[src/rtl/mem_reduce_engine.sv]
// mem_reduce_engine: reads LENGTH words from memory, reduces them (wrap sum, saturating sum or max)
// and writes the result back to a destination address before pulsing done.
module mem_reduce_engine #(
    parameter int DATA_W = 16,
    parameter int ADDR_W = 5,
    parameter int ACC_W  = 16
) (
    input  logic              clk,
    input  logic              reset,
    input  logic              start,
    input  logic [ADDR_W-1:0] base_addr,
    input  logic [ADDR_W:0]   length,
    input  logic [ADDR_W-1:0] dest_addr,
    input  logic [1:0]        mode,
    output logic              ready,
    output logic              done,
    output logic              overflow,
    output logic [ACC_W-1:0]  result,
    output logic [ADDR_W-1:0] mem_address,
    output logic              mem_read_enable,
    output logic              mem_write_enable,
    output logic [DATA_W-1:0] mem_data_in,
    input  logic [DATA_W-1:0] mem_data_out
);
    typedef enum logic [2:0] {IDLE, READ, ACC, WRITE, DONE} state_e;

    state_e             state_q, state_d;
    logic [ADDR_W-1:0]  ptr_q, ptr_d, dest_q, dest_d;
    logic [ADDR_W:0]    rem_q, rem_d;
    logic [1:0]         mode_q, mode_d;
    logic [ACC_W-1:0]   acc_q, acc_d, result_q, result_d, d_ext;
    logic               ovf_q, ovf_d;
    logic [ACC_W:0]     sum;

    assign d_ext = ACC_W'(mem_data_out);
    assign sum   = {1'b0, acc_q} + {1'b0, d_ext};

    always_ff @(posedge clk or negedge reset) begin
        if (!reset) begin
            state_q  <= IDLE;
            ptr_q    <= '0;
            dest_q   <= '0;
            rem_q    <= '0;
            mode_q   <= '0;
            acc_q    <= '0;
            result_q <= '0;
            ovf_q    <= 1'b0;
        end else begin
            state_q  <= state_d;
            ptr_q    <= ptr_d;
            dest_q   <= dest_d;
            rem_q    <= rem_d;
            mode_q   <= mode_d;
            acc_q    <= acc_d;
            result_q <= result_d;
            ovf_q    <= ovf_d;
        end
    end

    always_comb begin
        state_d = state_q;
        case (state_q)
            IDLE:    state_d = start ? ((length != '0) ? READ : WRITE) : IDLE;
            READ:    state_d = ACC;
            ACC:     state_d = (rem_q != (ADDR_W+1)'(1)) ? READ : WRITE;
            WRITE:   state_d = DONE;
            default: state_d = IDLE;
        endcase
    end

    always_comb begin
        ptr_d    = ptr_q;
        dest_d   = dest_q;
        rem_d    = rem_q;
        mode_d   = mode_q;
        acc_d    = acc_q;
        result_d = result_q;
        ovf_d    = ovf_q;
        if (state_q == IDLE && start) begin
            ptr_d    = base_addr;
            dest_d   = dest_addr;
            rem_d    = length;
            mode_d   = mode;
            acc_d    = '0;
            result_d = '0;
            ovf_d    = 1'b0;
        end else if (state_q == ACC) begin
            ptr_d = ptr_q + ADDR_W'(1);
            rem_d = rem_q - (ADDR_W+1)'(1);
            // modes 00 and 11 both wrap; only max leaves overflow alone
            acc_d = (mode_q == 2'b10) ? ((d_ext > acc_q) ? d_ext : acc_q) :
                    (mode_q == 2'b01 && sum[ACC_W]) ? '1 : sum[ACC_W-1:0];
            ovf_d = ovf_q | ((mode_q != 2'b10) && sum[ACC_W]);
        end else if (state_q == WRITE) begin
            result_d = acc_q;
        end
    end

    always_comb begin
        ready            = (state_q == IDLE);
        done             = (state_q == DONE);
        mem_read_enable  = (state_q == READ);
        mem_write_enable = (state_q == WRITE);
        mem_address      = (state_q == READ) ? ptr_q : (state_q == WRITE) ? dest_q : '0;
        mem_data_in      = (state_q != WRITE) ? '0 :
                           (mode_q == 2'b01 && (acc_q >> DATA_W) != '0) ? '1 : acc_q[DATA_W-1:0];
        overflow         = ovf_q;
        result           = result_q;
    end
endmodule

[config.mk]
export PLATFORM = sky130hd
export DESIGN_NAME = mem_reduce_engine
export DESIGN_NICKNAME = d
export VERILOG_FILES = /design/src/rtl/mem_reduce_engine.sv
export SDC_FILE = /design/constraint.sdc
export NUM_CORES = 1
export LEC_CHECK = 0
export CAP_MARGIN = 10
export CORE_UTILIZATION = 50
export DETAILED_ROUTE_END_ITERATION = 7
export HOLD_SLACK_MARGIN = 0.05
export PLACE_DENSITY_LB_ADDON = 0.1
export SLEW_MARGIN = 25
export SYNTH_ARGS = -nofsm -noshare
export SYNTH_HDL_FRONTEND = slang
export SYNTH_SLANG_ARGS = --single-unit
[constraint.sdc]
create_clock -name clk -period 3.3 [get_ports clk]
set_input_delay 0.66 -clock clk [delete_from_list [all_inputs] [get_ports clk]]
set_output_delay 0.66 -clock clk [all_outputs]
set_load 0.02 [all_outputs]
# Word level (Yosys, flattened, before mapping)
# Index checks and enable logic that the tools add are counted.
# word_totals
reg_bits	54
input_bits	37
out_inout_bits	42
word_cells	54
# op_classes
add_sub_neg	3
magnitude_cmp	1
n_eq_ne	11
muxes	21
bitwise_logic	1
reduce_logical	9
# ops
operator	count
2-to-1 mux 16 bit	9
2-to-1 mux 5 bit	4
adder 16 x 16 -> 17 bit	1
> comparator 16 bit	1
2-to-1 mux 6 bit	2
one-hot mux 3 bit (4 select lines)	1
equality test 3 x 2 -> 1 bit, second input constant	2
2-to-1 mux 2 bit	3
!= test 3 x 2 -> 1 bit, second input constant	2
!= test 6 x 1 -> 1 bit, second input constant	1
nonzero test 6 bit	1
subtractor 6 x 1 -> 6 bit, second input constant	1
adder 5 x 1 -> 5 bit, second input constant	1
!= test 2 bit, second input constant	2
AND reduction 2 bit	2
nonzero test 2 bit	2
equality test 3 x 1 -> 1 bit, second input constant	1
equality test 3 bit, second input constant	1
logical AND 1 bit	3
logical NOT 3 bit	1
equality test 2 x 1 -> 1 bit, second input constant	1
equality test 2 bit, second input constant	1
2-to-1 mux 1 bit	2
bitwise OR 1 bit	1

# Longest topological paths before layout
# depth
word_depth	6
ltp_mapped	12
ltp_nobuf	9

# Worst setup path before layout
# Ideal clock, no wire load.
# synth_timing
kind	input-to-reg
from	input mem_data_out[0]
to	register acc_q[0]
setup_time_ns	0.122
t_arrival_ns	2.732
required_time_ns	3.178
path_slack_ns	0.447
stages	10
n_path_buf	1
cell_sequence	ha_1 > fa_1 > nor2b_1 > o311ai_2 > a31oi_2 > a211oi_2 > o31a_2 > buf_6 > nand2_1 > a32o_1
# synth_between
elab_chain_len	6
word_cells_on_any_way	10
classes_between	add/sub (1); order compare (1); eq/ne (1); mux (5); reduce/logical (2)
# synth_lines
item	line_no	source
from (decl)	23	input logic [DATA_W-1:0] mem_data_out
adder 16 x 16 -> 17 bit	36	assign sum = {1'b0, acc_q} + {1'b0, d_ext};
logical AND 1 bit	92	(mode_q == 2'b01 && sum[ACC_W]) ? '1 : sum[ACC_W-1:0];
2-to-1 mux 16 bit	92	
2-to-1 mux 16 bit	91	acc_d = (mode_q == 2'b10) ? ((d_ext > acc_q) ? d_ext : acc_q) :
2-to-1 mux 16 bit	87	end else if (state_q == ACC) begin
2-to-1 mux 16 bit	79	if (state_q == IDLE && start) begin
to (signal assigned)	45	acc_q <= '0;
to (signal assigned)	54	acc_q <= acc_d;
to (decl)	31	logic [ACC_W-1:0] acc_q, acc_d, result_q, result_d, d_ext;
# Several ways; a longest one is shown, not always the timed one. The select of a mux whose other input is x is not followed.
# A chain may end at the register's enable or synchronous reset.

# Final worst setup path
# layout_timing
from	input mem_data_out[0]
to	register acc_q[7]
# Same word-level chain as after synthesis.

==> flow_summary.json <==
{
  "cp.required_ps": 3510,
  "synth-async-reset-ratio_pct": 100.0,
  "min_period_over_period_pct": 95.21,
  "worst_setup_path_start_kind": "input pin",
  "drcViolationCount": 0,
  "grt_max_degree": 40,
  "antenna_cells": 0,
  "dr.pass1.iters": 4,
  "grt_pass1_wl_um": 17480,
  "synth_cell_type_count": 59,
  "ys_seq_elements": 54,
  "syn_area_per_cell_um2": 8.807,
  "end_kind": "flip-flop",
  "multi_input_area_mm2": 0.002223,
  "cts_tree": "built",
  "core_mm2": 0.007370,
  "routedWlPerCell_um": 16.22,
  "rows": 31,
  "hold_viol_final": 0,
  "synth_ff_type": "dfrtp_1",
  "grt_pass1_vias": 3576,
  "grt-ovfl-total": 0,
  "arrival_ps": 3350,
  "num-fill-cells": 622,
  "grtUsageTotal_pct": 26.90,
  "crit_start": "mem_data_out[0]",
  "dpl_worst_slack_ps": -125.2,
  "die-area_mm2": 0.008070,
  "ctsHoldBuffers": 0,
  "worst_pin_slew_ps": 622.5,
  "synthToLayoutAreaGrowth_pct": 30.59,
  "status": "finished, final reports clean",
  "drive_gt1_share_pct": 11.90,
  "die_w_um": 89.84,
  "timing.rr.start": "acc_q[0]",
  "final-setup-viol-count": 0,
  "cp_max_fo": 7,
  "start_util_pct": 52.34,
  "antenna_left": 0,
  "report.power.total_w": 0.004111,
  "critPathKind": "in2reg",
  "rsz0062_at_grt": "false",
  "synth_top_area_share_pct": 35.03,
  "die_h_um": 89.84,
  "dr.first_iter.drc_count": 209,
  "postPlaceCellArea_mm2": 0.004930,
  "synth_common_cells": "nand2_1 (57), dfrtp_1 (54), inv_1 (46)",
  "clock-sinks": 54,
  "skew_ps": 5.583,
  "fin_crit_ps": 3142,
  "fmax_ghz": 0.3183,
  "cts_setup_buffers": 0,
  "slew-limit-headroom_pct": 58.50,
  "cts_root_buf": "clkbuf_8",
  "maxSlewViolCount": 0,
  "antenna_found_initial": 0,
  "yosys_warnings": 0,
  "cts_htree_levels": 2,
  "wl_um": 10330,
  "worstHoldPathType": "in2async",
  "reg2regPathDepth": 10,
  "netlist_top_cells_area": "dfrtp_1 (35%), ha_1 (11%), nand2_1 (5.5%)",
  "final-seq-area_mm2": 0.001351,
  "power_density_mw_per_mm2": 816.2,
  "gp_congestion": 0.9181,
  "hold_ws_ps": 352.0,
  "yosysMostFrequentCell": "nand2_1",
  "power.leakage_nw": 2.357,
  "synth_edf_count": 0,
  "detail_route.vias_per_cell": 5.617,
  "io_pins": 79,
  "synthesis.area_mm2": 0.003857,
  "cts_buffers": 5,
  "io_buffers": 78,
  "timing.rr.end": "acc_q[7]",
  "cts_max_path_buffers": 2,
  "ctsResizeCount": 0,
  "ir_drop_uv": 393.0,
  "nNetsFinal": 611,
  "dp_hpwl_um": 7835,
  "vias": 3578,
  "maxCapViolations": 0,
  "yosys.area.top_type": "dfrtp_1",
  "synth_nets": 511,
  "final_util_pct": 68.35,
  "setup_ws_ps": 158.1,
  "rrSetupSlack_ps": 530,
  "path_clk_slew_ps": 100,
  "design_area_mm2": 0.005037,
  "yosysSeqAreaShare_pct": 35.03,
  "synthCells": 438,
  "clk-insertion-delay-late_ps": 310
}
metrics by stage:
stage,TNS (ps),cells
floorplan,0,438
global placement,-123.6,630
detailed placement,-1313,630
CTS,0,637
global route,0,637
finish,0,637
layer usage:
metal,global-route usage [%],share of wire [%]
met5,0,0
met4,8.607,2.0
met3,4.484,6.5
met2,44.10,46
met1,36.26,45
how the worst max path moves through the flow:
stage	end	slack, ps	cells after the start
floorplan	acc_q[0]	450	10
global placement	acc_q[7]	-40	11
detailed placement	acc_q[7]	-130	11
CTS	acc_q[7]	180	11
global route	acc_q[14]	8	11
finish	acc_q[7]	160	11
kinds of logic after synthesis:
logic type               share of synthesized area, %
AO/OA/AOI/OAI                                   23.22
buffers and inverters                           7.331
adder cells (fa/ha/maj)                         11.87
AND/OR/NAND/NOR                                 17.68
XOR/XNOR                                        2.271
multiplexers                                    2.595
flip-flops                                      35.03
state kept, by name, summed over array words and instances (netlist names):
register / flops
rem_q: 6
dest_q: 5
overflow: 1
mode_q: 2
result: 16
ptr_q: 5
acc_q: 16
state_q: 3
cells in the final DEF (no fill, tap or decap), types with 9 or more instances in the layout:
cell             Yosys  layout
inv_1               46      46
a32o_1              15      15
a21oi_1             35      35
dfrtp_1             54      54
clkdlybuf4s50_1      0      77
nor2b_1              9       9
buf_4                1      34
ha_1                35      35
nand2_1             57      57
o21ai_0             11      11
nor2_1              31      31
a21o_1              18      18
where the power goes:
group / switching [W] / internal, W / total [W]
clock: 0.000229 / 0.000224 / 0.000453
combinational: 0.00132 / 0.00117 / 0.00249
sequential: 0.000243 / 0.000921 / 0.00116
layout make-up:
class / instances / area share [%]
flip-flops and latches: 54 / 26.83
well taps: 99 / 2.459
clock inverters: 2 / 0.7700
inverters: 48 / 3.577
multi-input cells: 316 / 44.14
clock buffers: 5 / 1.366
repair buffers: 113 / 20.86
critical path, cell delays in order:
cell and delay [ps]:
clkdlybuf4s50_1 440, ha_1 240, fa_1 380, nor2b_1 170, o311ai_2 280, a31oi_2 160
a211oi_2 290, o31a_2 220, buf_4 160, o21ai_0 90, a32o_1 260
(Power assumes the default switching activity.)
==> variant (same flow settings) <==
Add an input register stage for `mode`, cleared by the reset; this delays it by one clock. The other inputs are not delayed to match.
--- a/src/rtl/mem_reduce_engine.sv
+++ b/src/rtl/mem_reduce_engine.sv
@@ -23,6 +23,16 @@
     input  logic [DATA_W-1:0] mem_data_out
 );
     typedef enum logic [2:0] {IDLE, READ, ACC, WRITE, DONE} state_e;
+
+    logic [1:0] mode_r;
+
+    always_ff @(posedge clk or negedge reset) begin
+        if (!reset) begin
+            mode_r <= '0;
+        end else begin
+            mode_r <= mode;
+        end
+    end
 
     state_e             state_q, state_d;
     logic [ADDR_W-1:0]  ptr_q, ptr_d, dest_q, dest_d;
@@ -80,7 +90,7 @@
             ptr_d    = base_addr;
             dest_d   = dest_addr;
             rem_d    = length;
-            mode_d   = mode;
+            mode_d   = mode_r;
             acc_d    = '0;
             result_d = '0;
             ovf_d    = 1'b0;
Check against the original RTL: not equivalent (a bounded check fails within 10 cycles, from zero or initial values and one cycle with reset low).
==> variant against the unedited design <==
Utilization is essentially flat; critical path depth decreased by 1; highest routed layer unchanged; final area about the same; setup slack got worse by 0.011 ns; final cell count down 0.47%; power fell by 0.16%; maximum frequency shrank 0.35%; area after synthesis grew 0.29%; sequential cell count increased by 2; routed wire length is 4.8% lower; sequential share of layout area is 0.98 points higher.
==> variant: results <==
{
  "use_met1": 0.344,
  "dr_wl_met2_um": 4840,
  "wirelength_um": 9840,
  "clockBufferDepth": 2,
  "yosysWarnings": 0,
  "synth_area_leaders": "dfrtp_1 36%, ha_1 11%, nand2_1 5.5%, a21oi_1 4.7%, inv_1 4.6%",
  "critPathMaxFanout": 16,
  "vias_per_cell": 5.55,
  "synth_common_cells": "57 x nand2_1, 56 x dfrtp_1, 47 x inv_1",
  "nets": 607,
  "slew_headroom": 0.343,
  "crit_start": "mem_data_out[0]",
  "yosysSeqAreaShare": 0.362,
  "r2r_setup_slack_ns": 0.50,
  "grt_pass1_wl_um": 16700,
  "grt.met2_usage": 0.429,
  "r2r-end": "acc_q[2]",
  "skew_ns": 0.0216,
  "arrival_ns": 3.37,
  "grt_usage": 0.252,
  "layout-drive-gt1-share": 0.0991,
  "dpl.hpwl_um": 7470,
  "top_layer_used": "met4",
  "first_global_vias": 3484,
  "placed_area_mm2": 0.00490,
  "ys_types": 52,
  "synthesis.nets": 512,
  "rr_worst_depth": 9,
  "outcome": "finished clean",
  "leakage_uw": 0.00233,
  "ir_worst_vdd_uv": 376,
  "grt_max_degree": 28,
  "post-cts-setup-buffers": 0,
  "switching_share": 0.429,
  "wl_met1_um": 4500,
  "drt-initial-drc-count": 148,
  "clk_latency_ns": 0.33
}
[variant: cell types whose count changed after synthesis, moves of 2 or more]
cell and change:
dfrtp_1 +2, buf_1 -2, buf_2 -3, o21ai_0 +2, nand3_1 +2, clkbuf_1 +5
[variant: worst min-delay path by stage]
stage | startpoint | slack, ns | to | cells after the start
finish | reset | 0.26 | dest_q[3] | 1
global route | reset | 0.28 | dest_q[3] | 1
CTS | reset | 0.27 | dest_q[3] | 1
detailed placement | mode_r[1] | 0.47 | mode_q[1] | 1
global placement | mode_r[0] | 0.47 | mode_q[0] | 1
floorplan | reset | 0.36 | acc_q[0] | 0
[variant: final cells by class]
cell class              instances  area (um2)
clock buffers                   5        68.8
clock inverters                 3        68.8
fillers                       605        2330
inverters                      48         184
multi-input cells             317        2210
flip-flops and latches         56        1400
well taps                      99         124
repair buffers                106         986
[variant: metrics by stage]
| step | setup WS (ns) | std cells |
|---|---|---|
| floorplan | 0.441 | 439 |
| global placement | -0.108 | 626 |
| detailed placement | -0.177 | 626 |
| CTS | 0.150 | 634 |
| global route | 0.00154 | 634 |
| finish | 0.147 | 634 |
[variant: power by group through the flow]
stage / sequential (uW) / clock, uW / combinational (uW)
2_1_floorplan: 1200 / 0 / 1540
3_3_place_gp: 1180 / 0 / 2310
3_5_place_dp: 1190 / 0 / 2370
4_1_cts: 1170 / 554 / 2380
5_1_grt: 1220 / 583 / 2620
6_report: 1180 / 548 / 2380
[variant: timing repair]
action	in CTS	in global routing
hold buffers	0	0
gates resized for setup	0	1
endpoints found under the hold margin	0	0
endpoints found under the setup margin	0	1
[variant: kinds of logic after synthesis]
family | share of synthesized area
AOI/OAI and AO/OA | 0.236
xor gates and xnor gates | 0.0226
adders and majority gates | 0.118
buffers and inverters | 0.0673
DFF | 0.362
muxes | 0.0259
and+or+nand+nor | 0.168
